--- src/rtl/seq_chain_top.sv ---
// seq_chain_top: self-starting three-step register chain.
// Loads INIT_VAL into a, ripples a->b->c once, then idles.
module seq_chain_top #(
  parameter int          WIDTH    = 8,
  parameter int unsigned INIT_VAL = 48
) (
  input  logic             clk,
  input  logic             rst,
  output logic [WIDTH-1:0] a,
  output logic [WIDTH-1:0] b,
  output logic [WIDTH-1:0] c
);

  typedef enum logic [2:0] {
    START = 3'd0,
    WR_A  = 3'd1,
    WR_B  = 3'd2,
    WR_C  = 3'd3,
    DONE  = 3'd4
  } state_t;

  localparam logic [WIDTH-1:0] INIT_W = WIDTH'(INIT_VAL);

  state_t state;
  state_t state_nxt;
  logic   wr_a;
  logic   wr_b;
  logic   wr_c;

  always_ff @(posedge clk or negedge rst) begin
    if (!rst) state <= START;
    else      state <= state_nxt;
  end

  // Stray encodings fall back to START with no write enabled.
  always_comb begin
    state_nxt = START;
    wr_a      = 1'b0;
    wr_b      = 1'b0;
    wr_c      = 1'b0;
    case (state)
      START: state_nxt = WR_A;
      WR_A: begin
        state_nxt = WR_B;
        wr_a      = 1'b1;
      end
      WR_B: begin
        state_nxt = WR_C;
        wr_b      = 1'b1;
      end
      WR_C: begin
        state_nxt = DONE;
        wr_c      = 1'b1;
      end
      DONE:    state_nxt = DONE;
      default: state_nxt = START;
    endcase
  end

  always_ff @(posedge clk or negedge rst) begin
    if (!rst) begin
      a <= '0;
      b <= '0;
      c <= '0;
    end else begin
      if (wr_a) a <= INIT_W;
      if (wr_b) b <= a;
      if (wr_c) c <= b;
    end
  end

endmodule

--- config.mk ---
export PLATFORM = sky130hd
export DESIGN_NAME = seq_chain_top
export DESIGN_NICKNAME = d
export VERILOG_FILES = /design/src/rtl/seq_chain_top.sv
export SDC_FILE = /design/constraint.sdc
export NUM_CORES = 1
export LEC_CHECK = 0
export CAP_MARGIN = 20
export CELL_PAD_IN_SITES_DETAIL_PLACEMENT = 1
export CELL_PAD_IN_SITES_GLOBAL_PLACEMENT = 1
export CORE_ASPECT_RATIO = 1.2
export CORE_MARGIN = 3
export CORE_UTILIZATION = 25
export CTS_BUF_LIST = sky130_fd_sc_hd__clkbuf_4
export DETAILED_ROUTE_END_ITERATION = 10
export PLACE_DENSITY = 0.91
export RECOVER_POWER = 25
export SLEW_MARGIN = 30
export SYNTH_ARGS = -nofsm -noshare
export SYNTH_HDL_FRONTEND = slang
export SYNTH_SLANG_ARGS = --single-unit
--- constraint.sdc ---
create_clock -name clk -period 2.5 [get_ports clk]
set_input_delay 0.5 -clock clk [delete_from_list [all_inputs] [get_ports clk]]
set_output_delay 0.5 -clock clk [all_outputs]
set_load 0.01 [all_outputs]
# Word level (Yosys, flattened, before mapping)
# Cells that the tools add are included.
dict set report totals {
  ff_bits 6
  wordCells 14
  inputBits 2
  out_inout_bits 24
}
dict set report op_classes {
  n_eq_ne 4
  n_mux 4
  n_reduce_logical 2
}
# op n
set op_table {}
lappend op_table {{case mux 3 bit (4 select lines)} 1}
lappend op_table {{equality test 3 x 2 -> 1 bit, second input constant} 2}
lappend op_table {{equality test 3 x 1 -> 1 bit, second input constant} 1}
lappend op_table {{equality test 3 bit, second input constant} 1}
lappend op_table {{zero test 3 bit} 1}
lappend op_table {{two-way mux 1 bit} 3}
lappend op_table {{OR reduction 2 bit} 1}

# Longest topological paths before layout
dict set report logic_depth {
  word_depth 3
  ltp_mapped 2
  ltp_nobuf 2
}

# Least setup slack after synthesis
# No wires, ideal clock.
dict set report synth_timing {
  kind {register to register}
  startpoint {reg state[2]}
  endpoint {reg, netlist name b[4]}
  path_slack_ns 1.431
  path_stages_with_launch 3
  arrival_time_ns 0.945
  n_path_buf 0
  required_ns 2.375
  synth_period_minus_slack_ns 1.069
  setup_ns 0.125
  cell_sequence {dfrtp_1 -> nor3b_1 -> mux2_2}
}
dict set report synth_between {
  elab_chain_len 2
}
# element line
set synth_lines {}
lappend synth_lines {{start, declared} 24} ;# state_t state;
lappend synth_lines {{start signal, assigned} 32} ;# else state <= state_nxt;
lappend synth_lines {{equality test 3 x 2 -> 1 bit} 41} ;# case (state)
lappend synth_lines {{two-way mux 1 bit} 41}
# No other way between the ends.
# A chain may end at the register's enable or synchronous reset.

# Worst setup path in the final report
dict set report layout_timing {
  startpoint {reg, netlist name b[4]}
  endpoint {out b[4]}
}
# element line
set layout_lines {}
lappend layout_lines {{end, declared} 10} ;# output logic [WIDTH-1:0] b,
# No word-level cell between the ends.

==> flow_metrics.tcl <==
set metrics [dict create \
    final_area_sq_um 410.4 \
    power.density_nw_per_um2 491.4 \
    tns_ns 0 \
    dp_hpwl_microns 474.8 \
    path_class "flop to output pin" \
    min_period_over_period_pct 66.67 \
    cts_resized 0 \
    async_reset_ff_share_pct 100.0 \
    yosys_warnings 0 \
    die_h_microns 49.29 \
    ys_top_cells_by_count "buf_4, dfrtp_1, mux2_2, nor2_1, nor3b_1" \
    wire_per_inst_microns 9.145 \
    die_x_microns 42.07 \
    io_buffers 7 \
    clkTransAtPathRegs_ns 0.04 \
    placed_cell_area_sq_um 387.9 \
    holdBufCountCts 0 \
    required_ns 2.00 \
    clock.fmax_mhz 599.9 \
    synth_edf_count 0 \
    via_count 212 \
    multiInputGateArea_sq_um 146.4 \
    syn_area_per_cell_sq_um 10.01 \
    dp.cells 59 \
    drc 0 \
    gp_congestion 0.6196 \
    yosys.area.top_type_share_pct 40.38 \
    p_leak_nw 0.1830 \
    synth-seq-cells 6 \
    r2r_start "state[2]$_DFF_PN0_" \
    synth_cells 39 \
    postCtsSetupBuffers 0 \
    fin_cells 62 \
    power_mw 0.2017 \
    grt_pass1_wl_microns 772 \
    grt.overflow.total 0 \
    first_global_vias 182 \
    crit_slowest_cell "clkdlybuf4s50_1" \
    nNetsFinal 49 \
    clockBufferDepth 2 \
    cp.arrival_ns 1.17 \
    synth.cell_area_sq_um 390.4 \
    routed_wl_microns 567 \
    min_from "a[4]$_DFFE_PN0N_" \
    hold_class "flop to flop" \
    max-vdd-ir-drop_mv 0.1301 \
    fillerInstances 174 \
    firstDrtPassIters 2 \
    crit_family "buffers and inverters" \
    antenna_found_initial 0 \
    post-route-util_pct 28.40 \
    design.core.area_sq_um 1445 \
    rows 15 \
    synth_top_cell_by_area "buf_4" \
    grt_usage_pct 5.922 \
    drive_above_1_share_pct 13.33 \
    synth-seq-area-share_pct 38.46 \
    viasPerCell 3.419 \
    io-pin-count 26 \
    cts-root-buf "clkbuf_4" \
    grt_max_degree 7 \
    synth_most_common_cell "buf_4" \
    synthTopCellsByArea "buf_4, dfrtp_1, mux2_2" \
    setup_viol 0 \
    hold_ws_ns 0.5303 \
    period_needed_ns 1.667 \
    critical-path-max-stage-delay_ns 0.55 \
    die_area_sq_um 2073 \
    cts_tree "yes" \
    ant_nets 0 \
    cts_sinks 6 \
    drv_slew 0 \
    critPathMaxFanout 4 \
    pre_cts_ws_ns 1.076 \
    status "completed" \
    cts_made_buffers 3 \
    fin_skew_ns 0.004955 \
    end_kind "output pin" \
    drv.max_cap_violation_count 0 \
    seqCellArea_sq_um 150.1 \
    hold_viol 0 \
    yosysUniqueCellTypes 11 \
    path_cells "clkdlybuf4s50_1" \
    ctsHtreeMaxLevel 1 \
    area_delta_synth_final_pct 5.128 \
    start_util_pct 27.01 \
    clock_latency_ns 0.25 \
    startpoint_type "flop" \
    grt_setup_unrepaired "false" \
    postLayoutSetupSlackWorst_ns 0.8332 \
    n_antenna_cell 0 \
    ys.flop_type "dfrtp_1" \
    setup.worst_path.start "b[4]$_DFFE_PN0N_" \
    path_buf_inv 1 \
    drtIter0Drc 2 \
]
worst register-to-register path: stages (launching register included):
cell     delay [ns]
dfrtp_1        0.43
nor3b_1        0.25
mux2_2         0.36
placed cells by master (no fill, tap or decap):
| cell type | n |
|---|---|
| clkbuf_4 | 3 |
| clkdlybuf4s50_1 | 6 |
| conb_1 | 18 |
| dfrtp_1 | 6 |
| dlygate4sd3_1 | 1 |
| mux2_2 | 2 |
| nand2b_1 | 1 |
| nand3b_1 | 1 |
| nor2_1 | 2 |
| nor3b_1 | 2 |
| o21ai_0 | 1 |
| or2_2 | 1 |
| xnor2_1 | 1 |
per-layer routing:
layer	GRT usage, %	vias up	routed length [microns]
li1	-	96	-
met1	4.251	97	166
met2	8.505	17	298
met3	3.321	2	86
met4	9.326	0	15
met5	0	-	0
layout make-up:
| class | instances | area share (%) |
|---|---|---|
| clock buffer | 3 | 5.488 |
| multi-input combinational | 29 | 35.67 |
| sequential | 6 | 36.59 |
| tap | 17 | 5.183 |
| timing repair buffer | 7 | 17.07 |
worst paths after layout:
kind	cells past startpoint	slack (ns)	endpoint
worst max register to register	2	1.34	b[4]$_DFFE_PN0N_
max in group asynchronous	1	1.70	state[1]$_DFF_PN0_
worst min register to register	1	0.53	a[4]$_DFFE_PN0N_
min in group asynchronous	1	0.57	state[0]$_DFF_PN0_
worst max-delay path	1	0.83	b[4]
worst min-delay path	1	0.53	a[4]$_DFFE_PN0N_
state kept, by name, indices dropped and copies added, names as in the netlist:
| register | cells |
|---|---|
| b | 1 |
| a | 1 |
| c | 1 |
| state | 3 |
cell families after synthesis:
| family | synth area share [%] |
|---|---|
| AO/OA/AOI/OAI | 1.281 |
| XOR/XNOR | 2.244 |
| buffers and inverters | 40.38 |
| flip-flops | 38.46 |
| multiplexers | 5.769 |
| other | 0.9606 |
| AND/OR/NAND/NOR | 10.90 |
where the power goes:
group	internal [mW]	switching, mW	total (mW)
logic	0.00108	0.0143	0.0153
clock network	0.0543	0.0346	0.0888
registers	0.0975	0	0.0975
(Power assumes the default switching activity.)
